File: config.mk
export PLATFORM = sky130hd
export DESIGN_NAME = stepdown_softstart_seq
export DESIGN_NICKNAME = d
export VERILOG_FILES = /design/src/rtl/ss_pkg.sv /design/src/rtl/ss_timer.sv /design/src/rtl/stepdown_softstart_seq.sv
export SDC_FILE = /design/constraint.sdc
export NUM_CORES = 1
export LEC_CHECK = 0
export ABC_AREA = 1
export CAP_MARGIN = 20
export CORE_MARGIN = 1.5
export CORE_UTILIZATION = 40
export CTS_BUF_LIST = sky130_fd_sc_hd__clkbuf_2
export DETAILED_ROUTE_END_ITERATION = 8
export PLACE_DENSITY = 0.61
export SYNTH_ARGS = -nofsm -noshare
export SYNTH_HDL_FRONTEND = slang
export SYNTH_SLANG_ARGS = --single-unit
File: constraint.sdc
create_clock -name clk -period 1.6 [get_ports clk]
set_input_delay 0.16 -clock clk [delete_from_list [all_inputs] [get_ports clk]]
set_output_delay 0.16 -clock clk [all_outputs]
set_load 0.01 [all_outputs]
File: src/rtl/ss_pkg.sv
// Shared types and helpers for the step-down soft-start sequencer.
package ss_pkg;

  typedef enum logic [2:0] {
    OFF   = 3'd0,
    PRE   = 3'd1,
    RAMP  = 3'd2,
    REG   = 3'd3,
    FAULT = 3'd4
  } ss_state_e;

  // Minimum bit width able to hold values 0..value-1 (never below 1 bit).
  function automatic int clog2(input int value);
    int w;
    w = 1;
    while ((32'd1 << w) < value) w = w + 1;
    return w;
  endfunction

endpackage

File: src/rtl/ss_timer.sv
// Clearable up-counter with a terminal-count flag against a runtime limit.
module ss_timer
  import ss_pkg::*;
#(
  parameter int W = 4
) (
  input  logic         clk,
  input  logic         rst_n,
  input  logic         clr,
  input  logic         inc,
  input  logic [W-1:0] last,
  output logic         tc
);

  logic [W-1:0] cnt_d;
  logic [W-1:0] cnt_q;

  // Next count: clear wins over increment.
  always_comb begin
    cnt_d = cnt_q;
    if (clr) begin
      cnt_d = '0;
    end else if (inc) begin
      cnt_d = cnt_q + 1'b1;
    end else begin
      cnt_d = cnt_q;
    end
  end

  // Count register.
  always_ff @(posedge clk or negedge rst_n) begin
    if (!rst_n) begin
      cnt_q <= '0;
    end else begin
      cnt_q <= cnt_d;
    end
  end

  assign tc = (cnt_q == last);

endmodule

File: src/rtl/stepdown_softstart_seq.sv
// Soft-start sequencer: precharge, reference ramp, regulation, OCP fault with timed retry.
module stepdown_softstart_seq
  import ss_pkg::*;
#(
  parameter int DAC_W     = 6,
  parameter int STEP_DIV  = 16,
  parameter int PRE_CYC   = 32,
  parameter int OCP_MAX   = 8,
  parameter int RETRY_CYC = 1024
) (
  input  logic             clk,
  input  logic             rst_n,
  input  logic             en,
  input  logic             uvlo_n,
  input  logic             ocp,
  output logic             Tstate,
  output logic [DAC_W-1:0] ss_code,
  output logic             ss_done,
  output logic             pg,
  output logic             fault,
  input  logic             CELV,
  input  logic             CELG,
  input  logic             SUB
);

  localparam int DW_W = clog2((PRE_CYC > RETRY_CYC) ? PRE_CYC : RETRY_CYC);
  localparam int PS_W = clog2(STEP_DIV);
  localparam int OC_W = clog2(OCP_MAX + 1);
  localparam logic [DAC_W-1:0] CODE_MAX   = '1;
  localparam logic [DW_W-1:0]  PRE_LAST   = DW_W'(PRE_CYC - 1);
  localparam logic [DW_W-1:0]  RETRY_LAST = DW_W'(RETRY_CYC - 1);
  localparam logic [PS_W-1:0]  PS_LAST    = PS_W'(STEP_DIV - 1);
  localparam logic [OC_W-1:0]  OC_LIMIT   = OC_W'(OCP_MAX);

  ss_state_e        state_d, state_q;
  logic [DAC_W-1:0] code_d, code_q;
  logic [OC_W-1:0]  ocp_cnt_d, ocp_cnt_q;
  logic             tstate_d, tstate_q;
  logic             done_d, done_q;
  logic             pg_d, pg_q;
  logic             fault_d, fault_q;
  logic             dw_clr_s, dw_inc_s, dw_tc_s;
  logic [DW_W-1:0]  dw_last_s;
  logic             ps_clr_s, ps_inc_s, ps_tc_s;
  logic             unused_supply_s;

  // Supply pins exist only so the netlist carries them through.
  assign unused_supply_s = CELV ^ CELG ^ SUB;

  // One dwell timer serves both precharge and fault-retry; the limit follows the state.
  assign dw_last_s = (state_q == FAULT) ? RETRY_LAST : PRE_LAST;

  ss_timer #(.W(DW_W)) u_dwell (
    .clk  (clk),
    .rst_n(rst_n),
    .clr  (dw_clr_s),
    .inc  (dw_inc_s),
    .last (dw_last_s),
    .tc   (dw_tc_s)
  );

  ss_timer #(.W(PS_W)) u_prescale (
    .clk  (clk),
    .rst_n(rst_n),
    .clr  (ps_clr_s),
    .inc  (ps_inc_s),
    .last (PS_LAST),
    .tc   (ps_tc_s)
  );

  // Next state; disable/UVLO beats OCP fault, which beats ramp advance.
  always_comb begin
    state_d   = state_q;
    code_d    = code_q;
    ocp_cnt_d = '0;
    dw_clr_s  = 1'b0;
    dw_inc_s  = 1'b0;
    ps_clr_s  = 1'b0;
    ps_inc_s  = 1'b0;
    if (!(en && uvlo_n)) begin
      state_d  = OFF;
      code_d   = '0;
      dw_clr_s = 1'b1;
      ps_clr_s = 1'b1;
    end else begin
      case (state_q)
        OFF: begin
          state_d  = PRE;
          code_d   = '0;
          dw_clr_s = 1'b1;
        end
        PRE: begin
          code_d = '0;
          if (dw_tc_s) begin
            state_d  = RAMP;
            dw_clr_s = 1'b1;
            ps_clr_s = 1'b1;
          end else begin
            dw_inc_s = 1'b1;
          end
        end
        RAMP, REG: begin
          ocp_cnt_d = ocp ? (ocp_cnt_q + 1'b1) : '0;
          if (ocp_cnt_d == OC_LIMIT) begin
            state_d   = FAULT;
            code_d    = '0;
            ocp_cnt_d = '0;
            dw_clr_s  = 1'b1;
            ps_clr_s  = 1'b1;
          end else if ((state_q == RAMP) && !ocp) begin
            if (ps_tc_s) begin
              ps_clr_s = 1'b1;
              if (code_q == CODE_MAX) begin
                state_d = REG;
              end else begin
                code_d = code_q + 1'b1;
              end
            end else begin
              ps_inc_s = 1'b1;
            end
          end else begin
            code_d = code_q;
          end
        end
        FAULT: begin
          code_d = '0;
          if (dw_tc_s) begin
            state_d  = PRE;
            dw_clr_s = 1'b1;
          end else begin
            dw_inc_s = 1'b1;
          end
        end
        default: begin
          state_d  = OFF;
          code_d   = '0;
          dw_clr_s = 1'b1;
          ps_clr_s = 1'b1;
        end
      endcase
    end
  end

  // Output decode from the next state so outputs line up with the state register.
  always_comb begin
    tstate_d = (state_d == RAMP) || (state_d == REG);
    done_d   = (state_d == REG);
    pg_d     = (state_d == REG) && (ocp_cnt_d == '0);
    fault_d  = (state_d == FAULT);
  end

  // State, code, OCP run length and registered outputs.
  always_ff @(posedge clk or negedge rst_n) begin
    if (!rst_n) begin
      state_q   <= OFF;
      code_q    <= '0;
      ocp_cnt_q <= '0;
      tstate_q  <= 1'b0;
      done_q    <= 1'b0;
      pg_q      <= 1'b0;
      fault_q   <= 1'b0;
    end else begin
      state_q   <= state_d;
      code_q    <= code_d;
      ocp_cnt_q <= ocp_cnt_d;
      tstate_q  <= tstate_d;
      done_q    <= done_d;
      pg_q      <= pg_d;
      fault_q   <= fault_d;
    end
  end

  assign Tstate  = tstate_q;
  assign ss_code = code_q;
  assign ss_done = done_q;
  assign pg      = pg_q;
  assign fault   = fault_q;

endmodule

==> results of run 1 <==
critical path, delay by kind of cell (launching register included):
kind,cells,cell delay [ns]
compound gates,3,0.38
buf+inv,1,0.14
fa+ha+maj,1,0.30
simple gates,4,0.28
flops,1,0.41
power by group through the flow:
stage | Combinational (mW) | Clock (mW) | Sequential [mW]
floorplan | 0.0373 | 0 | 0.801
global placement | 0.0842 | 0 | 0.801
detailed placement | 0.0852 | 0 | 0.801
CTS | 0.0927 | 0.374 | 0.787
global route | 0.116 | 0.401 | 0.787
finish | 0.104 | 0.358 | 0.787
path summary, 6_finish.rpt:
path                                     to          from  slack (ns)  depth (start not counted)
max                                      pg  ocp_cnt_q[1]       -0.01                          9
min reg2reg                      ss_code[5]    ss_code[5]        0.57                          2
min in group clk               ocp_cnt_q[3]        uvlo_n        0.51                          4
min                        u_dwell.cnt_q[8]         rst_n        0.16                          2
max reg2reg                              pg  ocp_cnt_q[1]       -0.01                          9
max in group asynchronous        ss_code[1]         rst_n        1.14                          2
cells in the mapped netlist, drive strengths merged (2+ instances only):
| library cell | count |
|---|---|
| nand3 | 19 |
| nor4 | 2 |
| a21oi | 13 |
| or2 | 2 |
| nand2 | 67 |
| nand4 | 9 |
| dfrtp | 31 |
| o21ai | 8 |
| nor3 | 4 |
| inv | 34 |
| ha | 4 |
| nor2 | 35 |
state kept, by name (all words and copies together) (netlist names):
register / count
pg: 1
ss_code: 6
ss_done: 1
u_prescale.cnt_q: 4
fault: 1
state_q: 3
ocp_cnt_q: 4
Tstate: 1
u_dwell.cnt_q: 10
placed cells by master (no fill, tap or decap), types with 10 or more instances in the layout:
cell type / synthesis / final
a21oi_1: 13 / 10
buf_4: 0 / 28
clkdlybuf4s50_1: 0 / 12
dfrtp_1: 31 / 31
inv_1: 28 / 25
nand2_1: 60 / 49
nand2_2: 4 / 13
nand3_1: 15 / 12
nor2_1: 31 / 18
nor2_2: 3 / 14
metrics by stage:
step	instance area [sq um]	hold WS (ns)	setup slack (ns)	power, mW	instances
6_report	2449	0.1587	-0.01048	1.249	337
3_3_place_gp	2117	0.5344	-0.1375	0.8854	318
3_5_place_dp	2117	0.5475	-0.1478	0.8863	318
4_1_cts	2231	0.1595	0.001309	1.254	330
5_1_grt	2449	0.1903	-0.09757	1.305	337
2_1_floorplan	1773	-0.1356	0.004009	0.8386	233
logic make-up after synthesis:
family | Yosys count | synth area share, %
AO/OA/AOI/OAI | 23 | 6.704
XOR/XNOR | 1 | 0.4941
adder cells (fa/ha/maj) | 4 | 2.823
buffers and inverters | 35 | 7.975
flip-flops | 31 | 43.75
AND/OR/NAND/NOR | 139 | 38.25
layer usage:
layer	GRT usage, %	vias up	share of wire (%)
met5	0	-	0
met4	5.447	0	1.4
met3	3.488	7	2.8
met2	29.81	18	51
met1	20.90	726	44
li1	-	860	-
cell type report:
class                   count  area (sq um)
multi-input cells         169          1050
repair buffers             44         386.6
fillers                   395          1846
flip-flops and latches     31         775.7
clock buffers               5         25.02
well taps                  52         65.06
clock inverters             2         8.758
inverters                  34         137.6
repair_timing:
action	CTS	global route
buffers inserted	4	6
gates resized for setup	10	49
setup endpoints to repair	19	25
pin swaps	5	17
gates cloned	1	1
==> results.cfg, run 1 <==
[power]
vdd_ir_drop_max_uv = 333.3
seqPwrFrac_pct = 63.0
p_per_area_nw_per_um2 = 510.3
clockPowerShare_pct = 28.7
leakagePower_nw = 1.119
swShare_pct = 26.55
p_comb_share_pct = 8.3
internal-power_uw = 917.7
p_switching_uw = 331.8

[routing]
routedWlPerCell_um = 11.55
ant_nets = 0
drc_errors = 0
drtIter0Drc = 54
routed_wl_um = 3891
viasPerCell = 4.780
drt_pre_antenna_iters = 4
via_count = 1611

[die]
io_pins = 18
initial_utilization_pct = 41.29
die_y_um = 69.58
rows = 24
core_sq_um = 4294
dieArea_sq_um = 4841
die_w_um = 69.58

[logic_synthesis]
synth_cells = 233
avgSynthCellArea_sq_um = 7.609
synth_seq_cells = 31
syn_nets = 245
yosysSeqAreaShare_pct = 43.75
synth_warnings = 0
synth-edff-count = 0
ys_top_cells_by_area = dfrtp_1, nand2_1, nor2_1
synth_top_area_share_pct = 43.75
synthArstFlopShare_pct = 100.0
synth_cell_types = 28
synthFlopType = dfrtp_1
synth_area_sq_um = 1773
synth_top_cell_by_area = dfrtp_1

[clock_network]
tritoncts = built
numCtsBuffers = 5
clock_sinks = 31
cts_buffer_depth = 2
htreeDepth = 2
clock_latency_ns = 0.36
postCtsHoldBufs = 0
clkTransAtPathRegs_ns = 0.17
clockRootBuffer = clkbuf_2

[run]
cap_violations = 0

[run_status]
violations = negative setup slack
status = finished with violations

[cells_and_area]
num-nets-final = 297
antenna_cells = 0
drive_gt1_share_pct = 35.09
syn2layout_area_growth_pct = 38.11
utilization_pct = 57.02

[timing]
tightest_slew_ns = 0.3981
slew_headroom_pct = 73.46
fin_skew_ns = 0.01714
post-route-min-period_ns = 1.610
fmax_mhz = 620.9
drv_slew = 0
setup_viol = 2
rsz0062_at_grt = yes
setup_slack_ns = -0.01048
finalHoldViolCount = 0
final.setup.tns_ns = -0.01445
fin_crit_sh_pct = 100.7

[grt]
grt_overflow = 0
antenna_found_initial = 0
grt_pass1_wl_um = 6603
grt_pass1_vias = 1579
grt_usage_pct = 17.01
grt_max_degree = 32

[place]
hpwlAfterDp_um = 2602
portBuffers = 14
gp_congestion = 0.7702

[critical_path]
crit_path_start_kind = register
slowest_delay_ns = 0.41
cpMaxStageDelayCell = dfrtp_1
crit_fanout = 2
cp_cell_sequence = ha_1 > nand2_1 > o21a_1 > nand2_2 > o21ai_2 > buf_4 > a21oi_2 > nand2_2 > nor2_2
critical_path_arrival_ns = 1.87
cp_data_required_time_ns = 1.86
cpMostUsedCell = nand2_2
path_class = reg -> reg
cp-end-kind = register

[worst_hold_path]
min_path_type = in -> async
Power figures use the tool's default switching activity.
==> inputs of run 2 (changes only) <==
TNS_END_PERCENT = 10   (was default)
==> results.cfg, run 2 (synthesis gave the netlist of run 1 again) <==
[timing]
finalHoldViolCount = 0
setup_slack_ns = -0.001211
fin_skew_ns = 0.01567
setup_viol = 1
fmax_mhz = 624.5
post-route-min-period_ns = 1.601
fin_crit_sh_pct = 100.1
drv_slew = 0
tightest_slew_ns = 0.3978
slew_headroom_pct = 73.48
rsz0062_at_grt = yes

[critical_path]
crit_path_start_kind = register
cp-end-kind = register
ff2ff_setup_slack_ns = -0.001
cp_cell_sequence = ha_1 > nand2_1 > o21a_1 > nand2_2 > o21ai_2 > buf_4 > a21oi_2 > nand2_2 > nor2_1
cpMaxStageDelayCell = dfrtp_1
path_class = reg -> reg
crit_family = flip-flops
crit_fanout = 2
r2r_cells = 9
critical_path_arrival_ns = 1.86
cpMostUsedCell = nand2_2
crit_buf_inv = 1
slowest_delay_ns = 0.41
cp_data_required_time_ns = 1.85
critical_path_depth = 9

[die]
die_y_um = 69.58
io_pins = 18
rows = 24
core_sq_um = 4294
die_w_um = 69.58
dieArea_sq_um = 4841
initial_utilization_pct = 41.29

[cells_and_area]
num-nets-final = 291
largest_reg_flops = 10
regMostFlops = u_dwell.cnt_q
fin_area_sq_um = 2310
multi_input_area_sq_um = 969.7
syn2layout_area_growth_pct = 30.28
final_cell_mix = nand2_1, dfrtp_1, nor2_1
stdcell_count = 331
final_common_cell = nand2_1
fill_cells = 401
utilization_pct = 53.79
register_area_sq_um = 775.7
antenna_cells = 0
drive_gt1_share_pct = 27.96

[clock_network]
htreeDepth = 2
postCtsHoldBufs = 0
numCtsBuffers = 5
clock_sinks = 31
cts_buffer_depth = 2
clockRootBuffer = clkbuf_2
tritoncts = built
clkTransAtPathRegs_ns = 0.17
clock_latency_ns = 0.36

[place]
dp_cells = 318
dpl_cell_area_sq_um = 2117
hpwlAfterDp_um = 2602
portBuffers = 14
gp_congestion = 0.7702

[routing]
routed_wl_um = 3684
drc_errors = 0
drtIter0Drc = 53
routedWlPerCell_um = 11.13
drt_pre_antenna_iters = 4
via_count = 1582
viasPerCell = 4.779
ant_nets = 0

[grt]
grt_pass1_wl_um = 6527
antenna_found_initial = 0
grt_max_degree = 32
grt_overflow = 0
grt_usage_pct = 16.82
grt_pass1_vias = 1556

[run_status]
violations = negative setup slack
status = finished with violations

[run]
cap_violations = 0

[power]
vdd_ir_drop_max_uv = 331.5
p_per_area_nw_per_um2 = 533.1
leakagePower_nw = 1.064
p_total_mw = 1.231

[worst_hold_path]
min_path_type = in -> async
[run 2: metal layers]
metal  GRT usage [%]  vias to the layer above  part of all wire (%)
li1                -                      845                     -
met1           20.90                      714                    45
met2           29.17                       18                    50
met3           3.488                        5                   3.4
met4           5.447                        0                   1.1
met5               0                        -                     0
[run 2: path summary, 6_finish.rpt]
kind | endpoint | startpoint
min in group clk | ocp_cnt_q[3] | uvlo_n
hold reg to reg | ocp_cnt_q[0] | ocp_cnt_q[0]
setup / recovery | pg | ocp_cnt_q[0]
setup reg to reg | pg | ocp_cnt_q[0]
max in group asynchronous | ocp_cnt_q[2] | rst_n
hold / removal | u_dwell.cnt_q[8] | rst_n
[run 2: repair_timing]
action,in CTS,in global routing
endpoints found under the setup margin,19,23
gates resized for setup,10,23
gates cloned,1,0
buffers inserted,3,2
pin swaps,7,8
[run 2: power by group]
group / switching [mW] / total [mW] / internal (mW)
Sequential: 0.00135 / 0.787 / 0.785
Clock: 0.261 / 0.353 / 0.0925
Combinational: 0.0574 / 0.0914 / 0.0340
[run 2: final cells by class]
type / instances / area share, %
multi-input cells: 168 / 41.98
flip-flops and latches: 31 / 33.59
repair buffers: 39 / 14.41
inverters: 34 / 5.742
well taps: 52 / 2.817
clock buffers: 5 / 1.083
clock inverters: 2 / 0.3792
[run 2: worst reg2reg max path, delay by kind of cell, from the launching register on]
| family | cells | cell delay [ns] |
|---|---|---|
| and+or+nand+nor | 4 | 0.26 |
| adders and majority gates | 1 | 0.30 |
| buffers and inverters | 1 | 0.14 |
| AOI/OAI and AO/OA | 3 | 0.39 |
| DFF | 1 | 0.41 |
[run 2: per-stage QoR]
stage	setup WS [ns]	TNS (ns)	hold slack, ns
global placement	-0.1375	-1.737	0.5344
finish	-0.001211	-0.001211	0.1638
detailed placement	-0.1478	-2.145	0.5475
CTS	0.002035	0	0.1595
floorplan	0.004009	0	-0.1356
global route	-0.1031	-0.5646	0.1929
==> inputs of run 3 (changes only) <==
HOLD_SLACK_MARGIN = 0.08   (was default)
==> results of run 3 <==
Same layout as run 2: the final DEF is identical, and so are final timing and power.
